[config.mk]
export PLATFORM = sky130hd
export DESIGN_NAME = dmem_sramlike_ctrl_flat
export DESIGN_NICKNAME = d
export VERILOG_FILES = /design/src/rtl/dmem_sramlike_ctrl_pkg.sv /design/src/rtl/dmem_sramlike_ctrl_if.sv /design/src/rtl/dmem_addr_map.sv /design/src/rtl/dmem_sramlike_ctrl.sv /design/src/flat_wrapper.sv
export SDC_FILE = /design/constraint.sdc
export NUM_CORES = 1
export LEC_CHECK = 0
export CAP_MARGIN = 40
export CORE_ASPECT_RATIO = 0.7
export CORE_UTILIZATION = 30
export CTS_CLUSTER_SIZE = 8
export DETAILED_ROUTE_END_ITERATION = 6
export PLACE_DENSITY_LB_ADDON = 0.05
export SETUP_SLACK_MARGIN = 0.15
export SKIP_CTS_REPAIR_TIMING = 1
export SKIP_LAST_GASP = 1
export SLEW_MARGIN = 20
export SYNTH_ARGS = -nofsm -noshare
export SYNTH_HDL_FRONTEND = slang
export SYNTH_SLANG_ARGS = --single-unit
export TNS_END_PERCENT = 10
[constraint.sdc]
create_clock -name clk -period 3.3 [get_ports clk]
set_input_delay 0.33 -clock clk [delete_from_list [all_inputs] [get_ports clk]]
set_output_delay 0.33 -clock clk [all_outputs]
set_load 0.05 [all_outputs]
[src/rtl/dmem_sramlike_ctrl_pkg.sv]
// -----------------------------------------------------------------------------
// dmem_sramlike_ctrl_pkg
// Shared memory-stage typedefs: byte-enable mask, word type, SRAM-like bus
// transfer size codes, controller state enum, and the byte-enable to bus-size
// helper used by the data-memory controller.
// -----------------------------------------------------------------------------
package dmem_sramlike_ctrl_pkg;

  typedef logic [3:0]  m_wen_t;
  typedef logic [31:0] word_t;

  localparam logic [1:0] SZ_BYTE = 2'd0;
  localparam logic [1:0] SZ_HALF = 2'd1;
  localparam logic [1:0] SZ_WORD = 2'd2;

  typedef enum logic [2:0] {
    IDLE,
    ADDR,
    DATA,
    DRAIN,
    DONE
  } dmem_state_t;

  // Loads arrive with an all-zero mask and fall into the word default, which is
  // what a full-word read wants. Unexpected masks also read/write a full word.
  function automatic logic [1:0] wen_to_size(input m_wen_t wen);
    case (wen)
      4'b1111:                            return SZ_WORD;
      4'b0011, 4'b1100:                   return SZ_HALF;
      4'b0001, 4'b0010, 4'b0100, 4'b1000: return SZ_BYTE;
      default:                            return SZ_WORD;
    endcase
  endfunction

endpackage

[src/rtl/dmem_sramlike_ctrl_if.sv]
// -----------------------------------------------------------------------------
// dmem_sramlike_ctrl_if
// SRAM-like data bus (req/addr_ok/data_ok handshake).
//   data_req     master -> slave  bus request
//   data_wr      master -> slave  1 = write
//   data_size    master -> slave  0 byte, 1 half, 2 word
//   data_addr    master -> slave  physical byte address
//   data_wdata   master -> slave  write data
//   data_addr_ok slave -> master  address accepted
//   data_data_ok slave -> master  transaction complete / read data valid
//   data_rdata   slave -> master  read data
// -----------------------------------------------------------------------------
interface dmem_sramlike_ctrl_if;
  import dmem_sramlike_ctrl_pkg::*;

  logic       data_req;
  logic       data_wr;
  logic [1:0] data_size;
  word_t      data_addr;
  word_t      data_wdata;
  logic       data_addr_ok;
  logic       data_data_ok;
  word_t      data_rdata;

  modport master (
    output data_req, data_wr, data_size, data_addr, data_wdata,
    input  data_addr_ok, data_data_ok, data_rdata
  );

  modport slave (
    input  data_req, data_wr, data_size, data_addr, data_wdata,
    output data_addr_ok, data_data_ok, data_rdata
  );

endinterface

[src/rtl/dmem_addr_map.sv]
// -----------------------------------------------------------------------------
// dmem_addr_map
// Combinational kseg0/kseg1 -> physical translation. With PHYS_MAP=1 the
// unmapped segments 0x8000_0000-0xBFFF_FFFF fold onto the low 512 MiB; all
// other addresses pass through unchanged. With PHYS_MAP=0 no translation.
//   vaddr_i  in   32  virtual byte address
//   paddr_o  out  32  physical byte address
// -----------------------------------------------------------------------------
module dmem_addr_map
  import dmem_sramlike_ctrl_pkg::*;
#(
  parameter bit PHYS_MAP = 1'b1
) (
  input  word_t vaddr_i,
  output word_t paddr_o
);

  always_comb begin
    paddr_o = vaddr_i;
    if (PHYS_MAP && ((vaddr_i[31:29] == 3'b100) || (vaddr_i[31:29] == 3'b101))) begin
      paddr_o = {3'b000, vaddr_i[28:0]};
    end
  end

endmodule

[src/rtl/dmem_sramlike_ctrl.sv]
// -----------------------------------------------------------------------------
// dmem_sramlike_ctrl
// Memory-stage data-bus master. Takes one load/store per instruction, runs it
// on the SRAM-like bus, stalls the pipeline until data_ok, and holds the raw
// read data for the load-extension logic while in DONE.
//   clk, rst       clock, asynchronous active-high reset
//   req_valid_i    memory stage holds an instruction (stable while stalled)
//   req_wen_i      byte enables; non-zero means store
//   req_ren_i      load request (ignored for stores)
//   req_addr_i     virtual byte address
//   req_wdata_i    lane-aligned write data
//   advance_i      memory stage moves to writeback this cycle
//   flush_i        kill the current memory-stage request
//   stall_o        hold pipeline
//   rdata_o        load data, valid in DONE
//   bus            SRAM-like data bus, master side
// -----------------------------------------------------------------------------
module dmem_sramlike_ctrl
  import dmem_sramlike_ctrl_pkg::*;
#(
  parameter bit PHYS_MAP = 1'b1
) (
  input  logic                  clk,
  input  logic                  rst,
  input  logic                  req_valid_i,
  input  m_wen_t                req_wen_i,
  input  logic                  req_ren_i,
  input  word_t                 req_addr_i,
  input  word_t                 req_wdata_i,
  input  logic                  advance_i,
  input  logic                  flush_i,
  output logic                  stall_o,
  output word_t                 rdata_o,
  dmem_sramlike_ctrl_if.master  bus
);

  dmem_state_t state_q, state_d;
  word_t       addr_q, addr_d;
  word_t       wdata_q, wdata_d;
  word_t       rdata_q, rdata_d;
  logic        wr_q, wr_d;
  logic [1:0]  size_q, size_d;

  word_t       paddr;
  logic        is_store;
  logic        active;
  logic [1:0]  live_size;
  logic        held;

  dmem_addr_map #(.PHYS_MAP(PHYS_MAP)) u_addr_map (
    .vaddr_i (req_addr_i),
    .paddr_o (paddr)
  );

  assign is_store  = |req_wen_i;
  assign active    = req_valid_i & (is_store | req_ren_i) & ~flush_i;
  assign live_size = wen_to_size(req_wen_i);
  // Once the address is accepted the bus sees the latched copy, so a flush or a
  // new instruction cannot disturb a transaction that is still in flight.
  assign held      = (state_q == DATA) || (state_q == DRAIN);

  assign bus.data_wr    = held ? wr_q    : is_store;
  assign bus.data_size  = held ? size_q  : live_size;
  assign bus.data_addr  = held ? addr_q  : paddr;
  assign bus.data_wdata = held ? wdata_q : req_wdata_i;

  // DRAIN also blocks a following instruction until the killed transfer ends.
  assign stall_o = (active && (state_q != DONE)) || ((state_q == DRAIN) && req_valid_i);
  assign rdata_o = rdata_q;

  always_comb begin
    state_d      = state_q;
    addr_d       = addr_q;
    wdata_d      = wdata_q;
    wr_d         = wr_q;
    size_d       = size_q;
    rdata_d      = rdata_q;
    bus.data_req = 1'b0;

    case (state_q)
      IDLE, ADDR: begin
        bus.data_req = active;
        if (active) begin
          if (bus.data_addr_ok) begin
            addr_d  = paddr;
            wdata_d = req_wdata_i;
            wr_d    = is_store;
            size_d  = live_size;
            if (bus.data_data_ok) begin
              rdata_d = bus.data_rdata;
              state_d = DONE;
            end else begin
              state_d = DATA;
            end
          end else begin
            state_d = ADDR;
          end
        end else begin
          // Not yet accepted: a flush simply drops the request.
          state_d = IDLE;
        end
      end
      DATA: begin
        if (bus.data_data_ok) begin
          if (flush_i) begin
            state_d = IDLE;
          end else begin
            rdata_d = bus.data_rdata;
            state_d = DONE;
          end
        end else if (flush_i) begin
          state_d = DRAIN;
        end
      end
      DRAIN: begin
        if (bus.data_data_ok) begin
          state_d = IDLE;
        end
      end
      DONE: begin
        if (advance_i || flush_i) begin
          state_d = IDLE;
        end
      end
      default: state_d = IDLE;
    endcase
  end

  always_ff @(posedge clk or posedge rst) begin
    if (rst) begin
      state_q <= IDLE;
      addr_q  <= '0;
      wdata_q <= '0;
      wr_q    <= 1'b0;
      size_q  <= '0;
      rdata_q <= '0;
    end else begin
      state_q <= state_d;
      addr_q  <= addr_d;
      wdata_q <= wdata_d;
      wr_q    <= wr_d;
      size_q  <= size_d;
      rdata_q <= rdata_d;
    end
  end

endmodule

[src/flat_wrapper.sv]
// flat-port wrapper written by rule: the top's interface ports become plain ports
module dmem_sramlike_ctrl_flat import dmem_sramlike_ctrl_pkg::*;
#(
  parameter bit PHYS_MAP = 1'b1
)
  (clk, rst, req_valid_i, req_wen_i, req_ren_i, req_addr_i, req_wdata_i, advance_i, flush_i, stall_o, rdata_o, bus_data_req, bus_data_wr, bus_data_size, bus_data_addr, bus_data_wdata, bus_data_addr_ok, bus_data_data_ok, bus_data_rdata);
  dmem_sramlike_ctrl_if bus_i ();
  input  logic clk;
  input  logic rst;
  input  logic req_valid_i;
  input  m_wen_t req_wen_i;
  input  logic req_ren_i;
  input  word_t req_addr_i;
  input  word_t req_wdata_i;
  input  logic advance_i;
  input  logic flush_i;
  output logic stall_o;
  output word_t rdata_o;
  output wire logic [$bits(bus_i.data_req)-1:0] bus_data_req;
  output wire logic [$bits(bus_i.data_wr)-1:0] bus_data_wr;
  output wire logic [$bits(bus_i.data_size)-1:0] bus_data_size;
  output wire logic [$bits(bus_i.data_addr)-1:0] bus_data_addr;
  output wire logic [$bits(bus_i.data_wdata)-1:0] bus_data_wdata;
  input wire logic [$bits(bus_i.data_addr_ok)-1:0] bus_data_addr_ok;
  input wire logic [$bits(bus_i.data_data_ok)-1:0] bus_data_data_ok;
  input wire logic [$bits(bus_i.data_rdata)-1:0] bus_data_rdata;
  assign bus_data_req = bus_i.data_req;
  assign bus_data_wr = bus_i.data_wr;
  assign bus_data_size = bus_i.data_size;
  assign bus_data_addr = bus_i.data_addr;
  assign bus_data_wdata = bus_i.data_wdata;
  assign bus_i.data_addr_ok = bus_data_addr_ok;
  assign bus_i.data_data_ok = bus_data_data_ok;
  assign bus_i.data_rdata = bus_data_rdata;
  dmem_sramlike_ctrl #(.PHYS_MAP(PHYS_MAP)) u_core (.clk(clk), .rst(rst), .req_valid_i(req_valid_i), .req_wen_i(req_wen_i), .req_ren_i(req_ren_i), .req_addr_i(req_addr_i), .req_wdata_i(req_wdata_i), .advance_i(advance_i), .flush_i(flush_i), .stall_o(stall_o), .rdata_o(rdata_o), .bus(bus_i));
endmodule
==> results of run 1 <==
-- sequential cells by signal, indices dropped and copies added, names as in the netlist --
name / count
u_core.addr_q: 32
u_core.rdata_o: 32
u_core.state_q: 3
u_core.wr_q: 1
u_core.size_q: 2
u_core.wdata_q: 32
-- per-layer routing --
layer	wire length [um]	vias up	track usage (%)
met1	6348	1868	21.95
met3	1086	15	6.399
met5	0	-	0
met2	5441	136	24.05
li1	-	1923	-
met4	154	0	4.597
-- how the worst max path moves through the flow --
stage                       from  slack, ps            endpoint
3_3_place_gp        req_wen_i[1]        480  u_core.rdata_o[25]
4_1_cts        u_core.state_q[2]        330   bus_data_addr[13]
5_1_grt        u_core.state_q[2]        190   bus_data_addr[13]
6_report       u_core.state_q[1]        390   bus_data_addr[24]
3_5_place_dp        req_wen_i[0]        530             stall_o
2_1_floorplan                rst        290    u_core.addr_q[0]
-- placed cells by master (no fill, tap or decap), drive strengths merged, types with 2 or more instances in the layout --
cell type / count
nand2: 198
mux2: 94
o21ai: 10
nand2b: 2
buf: 10
nor4: 2
clkbuf: 13
bufinv: 2
clkdlybuf4s50: 208
nor2: 7
a21oi: 6
dfrtp: 102
inv: 5
-- final cells by class --
cell class              instances  area (um^2)
fillers                      1422         8125
flip-flops and latches        102         2552
repair buffers                218         2235
multi-input cells             333         2188
clock buffers                  13        250.2
well taps                     200        250.2
clock inverters                 3        67.56
inverters                       5        21.27
-- where the power goes --
group / internal, uW / leakage, uW / switching (uW)
logic: 798 / 0.00202 / 1060
clock network: 687 / 0.000150 / 448
registers: 1570 / 0.00122 / 164
-- logic make-up (layout without fill, tap and decap cells) --
kind of cell / after synthesis / count (layout) / share of synthesized area, %
simple gates: 215 / 215 / 17.17
mux: 94 / 94 / 23.90
flops: 102 / 102 / 52.27
buf+inv: 29 / 239 / 3.459
xor+xnor: 1 / 1 / 0.1794
compound gates: 23 / 23 / 3.023
-- critical path: stages, from the launching register on --
cell             delay, ps
dfrtp_1                410
inv_1                  140
nor2_4                 440
buf_12                 260
nand2_1                 70
nand2_1                 50
clkdlybuf4s50_1        850
-- metrics by stage --
step | util (%) | area [um^2] | std cells | setup WS, ps | hold slack (ps)
4_1_cts | 48.04 | 7537 | 873 | 332.7 | 492.1
2_1_floorplan | - | 4883 | 464 | 294.5 | 402.4
5_1_grt | 48.21 | 7565 | 874 | 188.6 | 228.6
3_5_place_dp | 46.01 | 7219 | 857 | 527.5 | 477.2
3_3_place_gp | 45.92 | 7204 | 856 | 475.4 | 464.7
6_report | 48.21 | 7565 | 874 | 389.8 | 229.6
-- cell usage after synthesis --
cell type / number
nor4_1: 2
buf_6: 6
o2111ai_2: 1
o211ai_2: 1
o21ai_0: 10
a22o_1: 1
buf_1: 4
or4_4: 1
nor2_1: 7
clkbuf_1: 10
mux2_2: 65
nand3_1: 1
or2_2: 1
a31oi_1: 1
and3b_1: 1
nand2b_1: 2
buf_4: 4
a21boi_0: 1
and3_1: 1
mux2_4: 29
inv_1: 5
nand2_1: 198
xor2_1: 1
a211oi_1: 1
o22ai_1: 1
and2_1: 1
a21oi_2: 1
a21oi_1: 5
dfrtp_1: 102
==> impl_metrics.json, run 1 <==
{
  "num_antenna_cells": 0,
  "grt_overflow": 0,
  "num_vias": 3942,
  "hold_class": "input pin to asynchronous set/reset pin",
  "core_area_um2": 15690,
  "grt_use_total_pct": 16.26,
  "rrSetupSlack_ps": 1120,
  "io_pins": 209,
  "slew_headroom_pct": 55.81,
  "path_class": "register to output pin",
  "start_util_pct": 31.12,
  "first_iter_violations": 208,
  "crit_required_ps": 2970,
  "worstSkewPairLatency_ps": 340,
  "synth_largest_area_cell": "dfrtp_1",
  "routed_via_density": 4.510,
  "ys_seq_elements": 102,
  "drt_wl_total_um": 13030,
  "r2r_start": "u_core.state_q[1]",
  "dr.pass1.iters": 5,
  "syn_to_final_growth_pct": 54.91,
  "worstPathMaxFanout": 31,
  "power.leakage_uw": 0.003393,
  "io_buffers": 208,
  "grt_max_degree": 61,
  "cts_made_buffers": 9,
  "drv_slew": 0,
  "min_period_ps": 2910,
  "syn_inst": 464,
  "wl_per_cell_um": 14.91,
  "clk_pin_slew_ps": 70,
  "cts_htree_levels": 3,
  "ir_drop_mv": 0.3541,
  "status": "completed",
  "rsz0062_at_grt": "false",
  "antenna_found_initial": 0,
  "drcViolationCount": 0,
  "r2r_end": "u_core.rdata_o[28]",
  "die_h_um": 108.7,
  "setup_viol": 0,
  "cp.arrival_ps": 2580,
  "ys.warnings.count": 0,
  "finalSetupTns_ps": 0,
  "total_power_uw": 4727,
  "clock.fmax_ghz": 0.3436,
  "root_buffer": "clkbuf_16",
  "critPathLaunchType": "register",
  "ant_nets": 0,
  "yosysTopAreaCellShare_pct": 52.27,
  "row_count": 38,
  "tritoncts": "yes",
  "hpwl_um": 9266,
  "numClockSinks": 102,
  "syn_area_per_cell_um2": 10.52,
  "drive_above_1_share_pct": 18.55,
  "critPathCaptureType": "output pin",
  "globalplace.congestion": 0.7341,
  "grt_pass1_wl_um": 21190,
  "syn_nets": 572,
  "syn_area_um2": 4883,
  "worstMarginPinSlew_ps": 661.4,
  "hold_viol": 0,
  "r2r_cells": 5,
  "clock_skew_ps": 8.078,
  "cts_buffer_depth": 2,
  "yosysUniqueCellTypes": 29,
  "yosys-top-cells-area": "dfrtp_1 (52%), nand2_1 (15%), mux2_2 (15%)",
  "final_nets": 777,
  "timing.final.crit_share_pct": 88.19,
  "drv_cap": 0,
  "grt_pass1_vias": 4033,
  "die_area_um2": 16800,
  "ys_seq_area_share_pct": 52.27,
  "die_w_um": 154.5,
  "power_density_nw_per_um2": 624.9
}
Power figures use the tool's default switching activity.
==> run 2, diff against run 1 <==
- GPL_TIMING_DRIVEN: not set -> 0
- TNS_END_PERCENT: 10 -> 1
==> run 2 against run 1 <==
  * First-iteration DRC count decreased by 37%
  * Clock power decreased by 4%
  * Hold slack improved by 160 ps
  * Register-to-register slack improved by 400 ps
  * Global-route usage increased by 0.36 points
  * Worst setup slack got worse by 160 ps
  * Flip-flop and latch count unchanged
  * Via count increased by 0.71%
  * Core utilization about the same
  * Critical path type unchanged
  * Critical endpoint is now stall_o
==> impl_metrics.json, run 2 (synthesis results as in run 1) <==
{
  "status": "completed",
  "clk_pin_slew_ps": 70,
  "setup_viol": 0,
  "cts_htree_levels": 3,
  "hpwl_um": 10110,
  "numClockSinks": 102,
  "drv_cap": 0,
  "r2r_start": "u_core.state_q[1]",
  "ant_nets": 0,
  "num_antenna_cells": 0,
  "clock.fmax_ghz": 0.3255,
  "worstMarginPinSlew_ps": 583.6,
  "start_util_pct": 31.12,
  "die_h_um": 108.7,
  "final_nets": 792,
  "drcViolationCount": 0,
  "rsz0062_at_grt": "true",
  "final_common_cell": "clkdlybuf4s50_1",
  "globalplace.congestion": 0.7479,
  "drv_slew": 0,
  "cts_buffer_depth": 2,
  "slew_headroom_pct": 60.97,
  "num_vias": 3970,
  "cp-startpoint": "u_core.state_q[1]",
  "crit_path_top_delay_cell": "clkdlybuf4s50_1",
  "grt_overflow": 0,
  "worstSkewPairLatency_ps": 340,
  "total_power_uw": 4674,
  "crit_required_ps": 2970,
  "antenna_found_initial": 0,
  "max_stage_delay_ps": 860,
  "io_buffers": 208,
  "row_count": 38,
  "power.leakage_uw": 0.003409,
  "power_density_nw_per_um2": 618.3,
  "final_cell_mix": "clkdlybuf4s50_1 (208), nand2_1 (198), dfrtp_1 (102)",
  "tritoncts": "yes",
  "grt_use_total_pct": 16.62,
  "cp.arrival_ps": 2740,
  "drive_above_1_share_pct": 19.30,
  "ir_drop_mv": 0.2679,
  "die_area_um2": 16800,
  "hold_viol": 0,
  "clock_skew_ps": 8.939,
  "wl_per_cell_um": 15.26,
  "first_iter_violations": 132,
  "drt_wl_total_um": 13570,
  "die_w_um": 154.5,
  "critPathLaunchType": "register",
  "root_buffer": "clkbuf_16",
  "routed_via_density": 4.466,
  "hold_class": "input pin to asynchronous set/reset pin",
  "worstPathMaxFanout": 10,
  "crit_path_cell_trace": "inv_1 > nor2_2 > clkbuf_2 > o21ai_0 > a21boi_0 > clkdlybuf4s50_1",
  "path_class": "register to output pin",
  "cts_made_buffers": 9,
  "core_area_um2": 15690,
  "grt_pass1_vias": 4060,
  "grt_pass1_wl_um": 21600,
  "dr.pass1.iters": 4,
  "rrSetupSlack_ps": 1520,
  "io_pins": 209,
  "critPathCaptureType": "output pin",
  "holdWs_ps": 391.6,
  "grt_max_degree": 56,
  "timing.final.crit_share_pct": 93.09,
  "min_period_ps": 3072,
  "syn_to_final_growth_pct": 54.80
}
run 2: changes by cell type in the layout (fill, tap and decap cells not counted), moves of 4 or more:
cell,before,now
buf_6,0,6
clkbuf_2,0,6
clkbuf_1,3,8
buf_12,4,0
run 2: final cells by class:
class,count,area [um^2]
fillers,1446,8130
plain buffers,24,157.7
clock inverters,5,58.81
repair buffers,209,2110
multi-input cells,333,2165
inverters,5,23.77
flip-flops and latches,102,2552
clock buffers,11,242.7
well taps,200,250.2
run 2: critical path: cells and delay by family, from the launching register on:
family,cells,cell delay [ps]
compound gates,2,300
buf+inv,3,1310
flops,1,410
simple gates,1,380
run 2: per-layer routing:
metal / part of all wire (%) / global-route usage, %
met5: 0 / 0
met4: 0.71 / 3.607
met3: 7.4 / 5.604
met2: 43 / 24.76
met1: 49 / 23.30
run 2: report_power, final:
| part | switching (uW) | total [uW] | internal, uW |
|---|---|---|---|
| Sequential | 168 | 1740 | 1570 |
| Clock | 467 | 1080 | 610 |
| Combinational | 1060 | 1860 | 796 |
| Total | 1700 | 4670 | 2980 |
run 2: path summary, 6_finish.rpt:
check,end,cells past startpoint
worst max-delay path,stall_o,6
worst min-delay path,u_core.rdata_o[26],2
worst max register to register,u_core.rdata_o[16],5
worst min register to register,u_core.addr_q[31],2
max in group asynchronous,u_core.addr_q[18],3
min in group clk,u_core.addr_q[31],2
run 2: stage by stage:
| stage | utilization [%] | instance area, um^2 | worst slack (ps) | cells | setup TNS (ps) |
|---|---|---|---|---|---|
| 6_report | 48.18 | 7560 | 228.1 | 889 | 0 |
| 5_1_grt | 48.18 | 7560 | 22.35 | 889 | 0 |
| 4_1_cts | 48.12 | 7550 | -182.8 | 889 | -246.1 |
| 3_5_place_dp | 46.20 | 7248 | 231.4 | 873 | 0 |
| 3_3_place_gp | 45.99 | 7216 | -1493 | 872 | -151540 |
| 2_1_floorplan | - | 4883 | 294.5 | 464 | 0 |
==> run 3, diff against run 2 <==
- SETUP_SLACK_MARGIN: 0.15 -> 0.5
- clock period: 3.3 -> 3.5 ns (I/O delays scaled with it)
==> run 3 against run 2 <==
  * Register-to-register slack gained 190 ps
  * Hold slack gained 41 ps
  * Critical endpoint is now bus_data_addr[30]
  * Combinational power fell by 6%
  * Flip-flop and latch count did not move
==> impl_metrics.json, run 3 (synthesis results as in run 1) <==
{
  "grt_max_degree": 30,
  "fill_cells": 1437,
  "path_class": "register to output pin",
  "ant_nets": 0,
  "grt_pass1_vias": 4131,
  "finalWorstSetupSlack_ps": 458.3,
  "worstMarginPinSlew_ps": 628.9,
  "die_w_um": 154.5,
  "num_vias": 3955,
  "io_buffers": 208,
  "critPathCaptureType": "output pin",
  "grt_pass1_wl_um": 21740,
  "final_nets": 794,
  "root_buffer": "clkbuf_16",
  "slew_headroom_pct": 57.99,
  "drv_cap": 0,
  "routed_via_density": 4.439,
  "timing.final.crit_share_pct": 86.91,
  "die_area_um2": 16800,
  "dr.pass1.iters": 4,
  "drv_slew": 0,
  "hold_class": "input pin to asynchronous set/reset pin",
  "die_h_um": 108.7,
  "power_density_nw_per_um2": 581.9,
  "num_antenna_cells": 0,
  "core_area_um2": 15690,
  "status": "completed",
  "grt_overflow": 0,
  "row_count": 38,
  "drive_above_1_share_pct": 19.54,
  "crit_required_ps": 3150,
  "globalplace.congestion": 0.7612,
  "final_common_cell": "clkdlybuf4s50_1",
  "wl_per_cell_um": 15.41,
  "finalSetupTns_ps": 0,
  "final_cell_mix": "clkdlybuf4s50_1 (207), nand2_1 (198), dfrtp_1 (102)",
  "drcViolationCount": 0,
  "ir_drop_mv": 0.3215,
  "setup_viol": 0,
  "tritoncts": "yes",
  "clock.fmax_ghz": 0.3288,
  "grt_use_total_pct": 16.78,
  "rsz0062_at_grt": "true",
  "cp.arrival_ps": 2690,
  "worstPathMaxFanout": 10,
  "drt_wl_total_um": 13730,
  "clock_skew_ps": 11.08,
  "antenna_found_initial": 0,
  "hold_viol": 0,
  "io_pins": 209,
  "first_iter_violations": 168,
  "dpl_worst_slack_ps": 439.4,
  "critPathLaunchType": "register",
  "cts_buffer_depth": 2,
  "power.leakage_uw": 0.003443,
  "syn_to_final_growth_pct": 55.55,
  "numClockSinks": 102,
  "start_util_pct": 31.12,
  "cts_made_buffers": 9,
  "min_period_ps": 3042,
  "cts_htree_levels": 3,
  "r2r_cells": 5,
  "worstSkewPairLatency_ps": 340,
  "hpwl_um": 10380,
  "clk_pin_slew_ps": 70
}
==> run 3: final timing paths <==
kind,start,endpoint,slack [ps]
setup / recovery,u_core.state_q[1],bus_data_addr[30],460
hold / removal,rst,u_core.rdata_o[22],430
setup reg to reg,u_core.state_q[1],u_core.rdata_o[19],1710
hold reg to reg,u_core.size_q[0],u_core.size_q[0],490
max in group asynchronous,rst,u_core.addr_q[11],2310
min in group clk,u_core.size_q[0],u_core.size_q[0],490
==> run 3: cell type report <==
cell class | count | area, um^2 | area share [%]
clock inverter | 4 | 56.30 | 0.7412
multi-input combinational | 333 | 2165 | 28.50
timing repair buffer | 211 | 2145 | 28.23
inverter | 5 | 22.52 | 0.2965
sequential | 102 | 2552 | 33.60
tap | 200 | 250.2 | 3.294
buffer | 24 | 158.9 | 2.092
clock buffer | 12 | 246.5 | 3.245
==> run 3: metrics by stage <==
stage                     area (um^2)  cells  hold WS, ps  total power, uW  util, %
after floorplan                  4887    464        422.4             2797        -
after global placement           7219    872        464.6             3385    46.01
after detailed placement         7279    875        475.6             3420    46.40
after CTS                        7582    891        448.8             4473    48.33
after global routing             7596    891        493.1             4637    48.41
final                            7596    891        432.9             4420    48.41
==> run 3: worst max-delay path, stage by stage, from the launching register on <==
cell and delay, ps:
dfrtp_1 400, inv_1 120, nor2_2 380, buf_1 460
nand2_1 110, nand2_1 90, clkdlybuf4s50_1 800
==> run 3: power breakdown <==
| part | total, uW | switching (uW) | internal (uW) |
|---|---|---|---|
| Combinational | 1750 | 998 | 753 |
| Sequential | 1640 | 156 | 1480 |
| Clock | 1030 | 449 | 579 |
==> run 3: layer usage <==
layer / up-vias / global-route usage, % / part of all wire [%]
met5: - / 0 / 0
met4: 0 / 3.819 / 0.60
met3: 9 / 5.684 / 7.2
met2: 112 / 26.08 / 44
met1: 1874 / 22.58 / 48
li1: 1960 / - / -
